--- src/rtl/mcd_mem_pkg.sv ---
// Shared field layout, widths and encodings for the DRAM command scheduler.
package mcd_mem_pkg;

    localparam int unsigned ADDR_LSB        = 13;
    localparam int unsigned LEN_MSB         = 12;
    localparam int unsigned ADDR_W          = 32;
    localparam int unsigned LEN_W           = LEN_MSB + 1;
    localparam int unsigned DATA_W          = 32;
    localparam int unsigned CMD_W           = ADDR_LSB + ADDR_W;
    localparam int unsigned RNW_BIT         = CMD_W;
    localparam int unsigned MEM_CMD_W       = RNW_BIT + 1;
    localparam int unsigned RD_CREDIT_WORDS = 512;
    localparam int unsigned CNT_W           = 14;

    typedef enum logic [1:0] {
        IDLE    = 2'd0,
        ISSUE   = 2'd1,
        WR_DATA = 2'd2
    } schedStateT;

    typedef enum logic {
        GRANT_WR = 1'b0,
        GRANT_RD = 1'b1
    } grantT;

    typedef struct packed {
        logic              rnw;
        logic [ADDR_W-1:0] addr;
        logic [LEN_W-1:0]  len;
    } memCmdT;

    function automatic logic [LEN_W-1:0] cmdLen(input logic [CMD_W-1:0] cmd);
        return cmd[LEN_MSB:0];
    endfunction

endpackage

--- src/rtl/mcd_rd_credit_counter.sv ---
// Tracks read-return words reserved but not yet drained; flags returns with nothing outstanding.
module mcd_rd_credit_counter
    import mcd_mem_pkg::*;
(
    input  logic             clk150,
    input  logic             nReset150,
    input  logic             reserve,
    input  logic [LEN_W-1:0] reserveLen,
    input  logic             retBeat,
    input  logic [LEN_W-1:0] checkLen,
    output logic             creditOk,
    output logic [CNT_W-1:0] rd_outstanding,
    output logic             err_underflow
);
    localparam int unsigned SUM_W = CNT_W + 1;

    assign creditOk = (SUM_W'(rd_outstanding) + SUM_W'(checkLen)) <= SUM_W'(RD_CREDIT_WORDS);

    // A return that coincides with a reservation is absorbed by the new credit.
    always_ff @(posedge clk150 or negedge nReset150) begin
        if (!nReset150) begin
            rd_outstanding <= '0;
            err_underflow  <= 1'b0;
        end else begin
            if (reserve && retBeat) begin
                rd_outstanding <= rd_outstanding + CNT_W'(reserveLen) - CNT_W'(1);
            end else if (reserve) begin
                rd_outstanding <= rd_outstanding + CNT_W'(reserveLen);
            end else if (retBeat) begin
                if (rd_outstanding == '0) begin
                    err_underflow <= 1'b1;
                end else begin
                    rd_outstanding <= rd_outstanding - CNT_W'(1);
                end
            end
        end
    end

endmodule

--- src/rtl/mcd_mem_cmd_scheduler.sv ---
// Round-robin read/write command arbiter onto one memory command port, with
// per-burst write-data pacing and read-return credit reservation.
module mcd_mem_cmd_scheduler
    import mcd_mem_pkg::*;
(
    input  logic                 clk150,
    input  logic                 nReset150,
    input  logic [CMD_W-1:0]     rdCmd_data,
    input  logic                 rdCmd_valid,
    output logic                 rdCmd_ready,
    input  logic [CMD_W-1:0]     wrCmd_data,
    input  logic                 wrCmd_valid,
    output logic                 wrCmd_ready,
    input  logic [DATA_W-1:0]    wrData_data,
    input  logic                 wrData_valid,
    output logic                 wrData_ready,
    output logic [MEM_CMD_W-1:0] mem_cmd_data,
    output logic                 mem_cmd_valid,
    input  logic                 mem_cmd_ready,
    output logic [DATA_W-1:0]    mem_wrData_data,
    output logic                 mem_wrData_valid,
    input  logic                 mem_wrData_ready,
    input  logic                 rdRet_beat,
    output logic [CNT_W-1:0]     rd_outstanding,
    output logic                 err_underflow,
    output logic                 err_oversize
);
    schedStateT       state, stateNext;
    grantT            lastGrant, lastGrantNext;
    memCmdT           cmdQ, cmdNext;
    logic             cmdValidQ, cmdValidNext;
    logic [LEN_W-1:0] beatCnt, beatCntNext;
    logic             errOversizeQ, errOversizeNext;

    logic [LEN_W-1:0] rdLen;
    logic             creditOk;
    logic             rdOversize, rdOk, wrOk;
    logic             grantRd, grantWr;
    logic             isIdle, inWrData;
    logic             rdIssue, wrIssue, wrXfer;

    // Oversize reads can never gain credit, so they are drained here instead of stalling forever.
    assign rdLen      = cmdLen(rdCmd_data);
    assign rdOversize = rdCmd_valid && (rdLen > LEN_W'(RD_CREDIT_WORDS));
    assign rdOk       = rdCmd_valid && !rdOversize && creditOk;
    assign wrOk       = wrCmd_valid;
    assign grantRd    = rdOk && (!wrOk || lastGrant == GRANT_WR);
    assign grantWr    = wrOk && (!rdOk || lastGrant == GRANT_RD);
    assign isIdle     = nReset150 && (state == IDLE);
    assign inWrData   = (state == WR_DATA);
    assign rdIssue    = isIdle && grantRd;
    assign wrIssue    = isIdle && grantWr;
    assign wrXfer     = inWrData && wrData_valid && mem_wrData_ready;

    assign rdCmd_ready      = isIdle && (grantRd || rdOversize);
    assign wrCmd_ready      = wrIssue;
    assign wrData_ready     = inWrData && mem_wrData_ready;
    assign mem_wrData_valid = inWrData && wrData_valid;
    assign mem_wrData_data  = inWrData ? wrData_data : '0;
    assign mem_cmd_valid    = cmdValidQ;
    assign mem_cmd_data     = cmdQ;
    assign err_oversize     = errOversizeQ;

    mcd_rd_credit_counter uCredit (
        .clk150         (clk150),
        .nReset150      (nReset150),
        .reserve        (rdIssue && (rdLen != '0)),
        .reserveLen     (rdLen),
        .retBeat        (rdRet_beat),
        .checkLen       (rdLen),
        .creditOk       (creditOk),
        .rd_outstanding (rd_outstanding),
        .err_underflow  (err_underflow)
    );

    always_ff @(posedge clk150 or negedge nReset150) begin
        if (!nReset150) begin
            state        <= IDLE;
            lastGrant    <= GRANT_WR;
            cmdQ         <= '0;
            cmdValidQ    <= 1'b0;
            beatCnt      <= '0;
            errOversizeQ <= 1'b0;
        end else begin
            state        <= stateNext;
            lastGrant    <= lastGrantNext;
            cmdQ         <= cmdNext;
            cmdValidQ    <= cmdValidNext;
            beatCnt      <= beatCntNext;
            errOversizeQ <= errOversizeNext;
        end
    end

    always_comb begin
        stateNext       = state;
        lastGrantNext   = lastGrant;
        cmdNext         = cmdQ;
        cmdValidNext    = cmdValidQ;
        beatCntNext     = beatCnt;
        errOversizeNext = errOversizeQ;
        unique case (state)
            IDLE: begin
                if (isIdle && rdOversize) begin
                    errOversizeNext = 1'b1;
                end
                if (rdIssue) begin
                    cmdNext       = memCmdT'({1'b1, rdCmd_data});
                    cmdValidNext  = 1'b1;
                    lastGrantNext = GRANT_RD;
                    stateNext     = ISSUE;
                end else if (wrIssue) begin
                    cmdNext       = memCmdT'({1'b0, wrCmd_data});
                    cmdValidNext  = 1'b1;
                    lastGrantNext = GRANT_WR;
                    stateNext     = ISSUE;
                end
            end
            ISSUE: begin
                if (mem_cmd_ready) begin
                    cmdValidNext = 1'b0;
                    if (!cmdQ.rnw && (cmdQ.len != '0)) begin
                        beatCntNext = cmdQ.len;
                        stateNext   = WR_DATA;
                    end else begin
                        stateNext   = IDLE;
                    end
                end
            end
            WR_DATA: begin
                if (wrXfer) begin
                    beatCntNext = beatCnt - LEN_W'(1);
                    if (beatCnt == LEN_W'(1)) begin
                        stateNext = IDLE;
                    end
                end
            end
            default: stateNext = IDLE;
        endcase
    end

endmodule
--- config.mk ---
export PLATFORM = sky130hd
export DESIGN_NAME = mcd_mem_cmd_scheduler
export DESIGN_NICKNAME = d
export VERILOG_FILES = /design/src/rtl/mcd_mem_pkg.sv /design/src/rtl/mcd_rd_credit_counter.sv /design/src/rtl/mcd_mem_cmd_scheduler.sv
export SDC_FILE = /design/constraint.sdc
export NUM_CORES = 1
export LEC_CHECK = 0
export BUFFER_PORTS_ARGS = -buffer_cell sky130_fd_sc_hd__buf_2
export CORE_ASPECT_RATIO = 1.25
export CORE_MARGIN = 1
export CORE_UTILIZATION = 35
export DETAILED_ROUTE_END_ITERATION = 8
export GPL_TIMING_DRIVEN = 1
export PLACE_DENSITY_LB_ADDON = 0.1
export SLEW_MARGIN = 10
export SYNTH_ARGS = -nofsm -noshare
export SYNTH_HDL_FRONTEND = slang
export SYNTH_SLANG_ARGS = --single-unit
--- constraint.sdc ---
create_clock -name clk150 -period 5.52 [get_ports clk150]
set_input_delay 0.828 -clock clk150 [delete_from_list [all_inputs] [get_ports clk150]]
set_output_delay 0.828 -clock clk150 [all_outputs]
set_load 0.01 [all_outputs]
Word-level counts from Yosys, hierarchy flattened. Cells that the tools add are included.

Flip-flop bits (word level): 79. Input bits: 130. Output and inout bits: 99. Logic and storage cells: 91.

$add $sub $neg: 5. $lt $le $gt $ge: 2. Eq/ne operators: 9. Multiplexer cells: 24. Bitwise gates (word level): 3. Reduce and logical (&&, ||, !) cells: 38.

Operators with widths (count): 2-to-1 mux 46 bit (2); 2-to-1 mux 14 bit (4); 2-to-1 mux 13 bit (3); 2-to-1 mux 32 bit (1); subtractor 14 x 1 -> 14 bit, second input constant (2); case mux 13 bit (2 select lines) (1); nonzero test 13 bit (2); logical AND 1 bit (16); adder 14 x 13 -> 15 bit (1); <= comparator 15 x 10 -> 1 bit, second input constant (1); adder 14 x 13 -> 14 bit (1); zero test 14 bit (1); equality test 13 x 1 -> 1 bit, second input constant (1); > comparator 13 x 10 -> 1 bit, second input constant (1); subtractor 13 x 1 -> 13 bit, second input constant (1); 2-to-1 mux 2 bit (6); AND reduction 4 bit (3); case mux 2 bit (3 select lines) (1); AND reduction 2 bit (3); nonzero test 2 bit (3); 2-to-1 mux 1 bit (5); zero test 1 bit (4); != test 2 x 1 -> 1 bit, second input constant (2); != test 2 bit, second input constant (2); other kinds (10) (14).

Logic depth before layout (Yosys ltp).
Depth in word-level cells: 12. Gate-level depth with buffers: 15.

Cells and area by module. A second synthesis with hierarchy kept.

Cells, all modules: 665. Area total of the unflattened synthesis: 5899.4 um^2.

By module, submodules not included: mcd_mem_cmd_scheduler (times used 1, cells each 376, area each 3624.7 um^2, sequential area each 1576.5 um^2); mcd_rd_credit_counter (times used 1, cells each 289, area each 2274.7 um^2, sequential area each 375.4 um^2).

Worst setup path after synthesis. No wires, ideal clock.

Path kind: input port to output port. Start: input rdCmd_data[0]. End: output rdCmd_ready. Data arrival time: 3.849 ns. Data required time: 4.692 ns. Setup slack: 0.843 ns. Stages on the path: 13. Path buffers: 2. Path through: ha_1 > inv_1 > fa_1 > nand2b_1 > a21oi_1 > nor3_1 > or3_1 > a2111o_1 > a2111oi_0 > or3b_1 > clkbuf_1 > buf_2 > nand2_1.

Longest elaborated chain between the ends: 8.

Ends and longest elaborated chain: from (decl) (line mcd_mem_cmd_scheduler.sv:8) `input logic [CMD_W-1:0] rdCmd_data,`; branches (longest 6 deep; another with adder 14 x 13 -> 15 bit); logical OR 1 bit (*) (line mcd_mem_cmd_scheduler.sv:55) `assign rdCmd_ready = isIdle && (grantRd || rdOversize);`; logical AND 1 bit (*) (line mcd_mem_cmd_scheduler.sv:55); to (decl) (line mcd_mem_cmd_scheduler.sv:10) `output logic rdCmd_ready,`.

Mark *: on every way between the ends.

Worst setup path after layout. Ends and elaborated chain as after synthesis.

==> summary.md <==
| Metric | Value |
|---|---|
| Failing checks | design-rule violations |
| Hpwl dp | between 10000 and 15000 um |
| Core area | 14500 um^2 |
| Hold WC Path Type | reg -> reg |
| Placer congestion estimate | 0.873 |
| Critical path data arrival time | 4.25 ns |
| Final hold vios | 0 |
| First-pass GRT wire length | 27000 um |
| Post-CTS setup buffers | 0 |
| CTS Buf Count | 9 |
| DRT Pass-1 Iters | 8 |
| Mux cell area share after synthesis | about 1.7% |
| Worst IR Drop VDD | roughly 240 uV |
| Root buffer cell | clkbuf_16 |
| Crit Path Class | in -> out |
| GRT Overall Usage | 22.1% |
| Seq pwr share | a little under a third |
| Worst Min Path Start | err_oversize |
| Clock latency on the worst-skew pair | 0.34 ns |
| CP Capture Type | primary output |
| Power Density | 538 nW/um^2 |
| CTS H-tree lvls | 3 |
| Post-synthesis compound-gate area fraction | 27.3% |
| Startpoint types | input pin |
| Net Sw Frac | a little over two fifths |
| Count of unique library cells instantiated by Yosys | a little over 60 |
| CTS Buffer Depth | 2 |
| Die area | 15500 um^2 |
| Core Util, Final | 47.2% |
| Die width | 112 um |
| Number of global-route vias before repair | 5171 |
| Ys async rst share | between 90% and 100% |
| Synth warn | 0 |
| Clk_skew | 0.00877 ns |
| Post-synth EDFFs | 0 |
| Largest net degree at the start of global routing | 79 |
| Post-synthesis adder-cell area fraction | 4.66% |
| CP required | approximately 4.7 ns |
| Worst-margin pin slew | 1.02 ns |
| Psw | 1.61 mW |
| Hold-fix buffers, CTS | 0 |
| Largest family of logic cells by synthesized area | compound AO/OA/AOI/OAI gates |
| DRC Markers | 14 |
| Vias per cell | 5.36 |
| Fill cells | 1477 |
| Status | finished with violations |
| Syn Nets | 736 |
| Die Y | 139 um |
| Fin Setup TNS | 0 ns |
| Clk pwr share | 16.7% |
| Cells resized by post-CTS repair | 0 |
| Mapped Area | 5260 um^2 |
| Area growth, synth to finish | 30.5% |
| Routed wire per std cell | 17.3 um |
| Syn Area/Cell | between 8 and 9 um^2 |
| Layout cells sized above 1 | approximately a third |
| Mapped Cells | 587 |
| Max Cap Violations | 0 |
| Max-slew headroom at the worst pin | between 30% and 40% |
| Internal | ~2.1 mW |
| Simple-gate area share of the yosys netlist | 19.6% |
| Maximum clock frequency | 197 MHz |
| Power, Total | 3.69 mW |
| Post-synth top flop | dfrtp_1 |
| RSZ-0062 raised after global routing | no |
| Final #Nets | 951 |
| Ports | 229 |
| Total number of vias | 5285 |
| XOR/XNOR Fraction of Synth Area | 5.16% |
| Initial DRC Count | 304 |
| FP Rows | 49 |
| Reg2reg start | uCredit.rd_outstanding[0] |
| CP Launch Point | rdCmd_data[0] |
| Final setup viols | 0 |
| Register area share after synthesis | 37.1% |
| Routed Antenna Nets | 0 |
| Combinational Power Share | 53.1% |
| Reg clk slew, reported paths | 0.06 ns |
| Global route total overflow | 0 |
| Final Slew Violations | 0 |
| Period utilization | between 90% and 100% |
| Initial antenna violation count | 1 |
| CTS Sinks | between 70 and 80 |
| Post-Route WL | 17100 um |
| Peak fanout along the critical path | 6 |
| Leak pwr | 3.16 nW |
| Post-route minimum period | approximately 5.1 ns |
| CTS tree | done |
| FF+latch count, synth | 78 |
| Initial Util | 36.2% |
| # port buffers | 228 |
==> stage by stage <==
stage	setup WS, ns	std cells	hold WS, ns	cell area (um^2)
4_1_cts	0.498	985	0.480	6860
6_report	0.441	986	0.467	6860
2_1_floorplan	0.843	587	0.461	5260
3_5_place_dp	0.436	969	0.464	6550
3_3_place_gp	0.558	969	0.461	6550
5_1_grt	0.235	986	0.497	6860
==> worst max-delay path: stages <==
cell	delay, ns
buf_2	0.12
ha_1	0.21
inv_1	0.07
fa_1	0.37
nand2b_1	0.20
a21oi_1	0.41
nor3_1	0.09
or3_1	0.42
a2111o_1	0.43
a2111oi_0	0.45
or3b_1	0.42
nand2_1	0.11
buf_2	0.14
==> cells by family after synthesis <==
kind of cell               Yosys count
xor gates and xnor gates            31
buffers and inverters               54
DFF                                 78
and+or+nand+nor                    192
adders and majority gates           19
muxes                                9
AOI/OAI and AO/OA                  204
==> final timing paths <==
path	slack, ns	cells past startpoint	end
setup / recovery	0.44	13	rdCmd_ready
setup reg to reg	0.87	13	uCredit.err_underflow
hold reg to reg	0.47	1	err_oversize
hold / removal	0.47	1	err_oversize
min in group asynchronous	0.75	2	beatCnt[12]
max in group asynchronous	4.11	2	mem_cmd_data[35]
==> placed cells by master (no fill, tap or decap), types with 3 or more instances in the layout <==
master     instances
nand4_1            5
xor2_1             9
a21boi_0           3
a22oi_1            4
nand2_1           23
and2_1            35
or2_2              5
xnor2_1           22
o211ai_1           3
nor3_1            25
mux2i_1            8
a211oi_1           5
o22a_1            44
a21oi_1           35
buf_2            227
clkbuf_16          9
nor2_1            40
and3b_1            3
buf_4             10
dfrtp_1           78
nand2b_1          10
a21o_1             8
nand3_1           10
nor3b_1            3
inv_1             21
o21a_1            43
nor4_1             9
o21ai_1            3
and3_1             6
ha_1              18
o21ai_0           32
or3_1              8
a31oi_1            3
==> synth_stat cells, drive strengths merged, types with 4 or more instances <==
master | number | area share (%)
nand3 | 10 | 0.95
o21ai | 36 | 3.4
nand2 | 23 | 1.6
nor2 | 40 | 2.9
clkbuf | 24 | 1.7
o22a | 44 | 7.3
dfrtp | 78 | 37
a211oi | 5 | 0.71
ha | 18 | 4.3
nand4 | 5 | 0.59
nand2b | 10 | 1.2
buf | 9 | 1.2
mux2i | 8 | 1.5
nor4 | 9 | 1.1
a21oi | 37 | 3.7
or3 | 8 | 0.95
a22oi | 4 | 0.57
xor2 | 9 | 1.5
and3 | 6 | 0.71
inv | 21 | 1.5
or2 | 6 | 0.71
xnor2 | 22 | 3.7
o21a | 43 | 6.1
a21o | 8 | 1.1
nor3 | 25 | 2.4
and2 | 35 | 4.2
==> metal layers <==
| metal | GRT usage (%) | vias up | wire length [um] |
|---|---|---|---|
| li1 | - | 2581 | - |
| met1 | 27.0 | 2544 | 7170 |
| met2 | 38.9 | 138 | 8760 |
| met3 | 3.50 | 22 | 775 |
| met4 | 8.53 | 0 | 386 |
| met5 | 0 | - | 0 |
==> state kept, by name (all words and copies together) (netlist names) <==
name                    cells
beatCnt                    13
mem_cmd_valid               1
err_oversize                1
mem_cmd_data               45
uCredit.err_underflow       1
lastGrant                   1
state                       2
uCredit.rd_outstanding     14
==> layout make-up <==
| type | count | area [um^2] | area share [%] |
|---|---|---|---|
| Antenna cell | 1 | 2.50 | 0.0365 |
| Clock buffer | 10 | 239 | 3.48 |
| Clock inverter | 6 | 68.8 | 1.00 |
| Inverter | 21 | 78.8 | 1.15 |
| Multi-Input combinational cell | 455 | 3080 | 45.0 |
| Sequential cell | 78 | 1950 | 28.5 |
| Tap cell | 178 | 223 | 3.25 |
| Timing Repair Buffer | 237 | 1210 | 17.7 |
==> power groups by stage <==
stage               Sequential [mW]  Clock [mW]  Combinational (mW)
floorplan                      1.16           0                1.24
global placement               1.12           0                1.94
detailed placement             1.12           0                1.97
CTS                            1.12       0.630                1.98
global route                   1.16       0.656                2.19
finish                         1.11       0.617                1.96
Power figures use the tool's default switching activity.
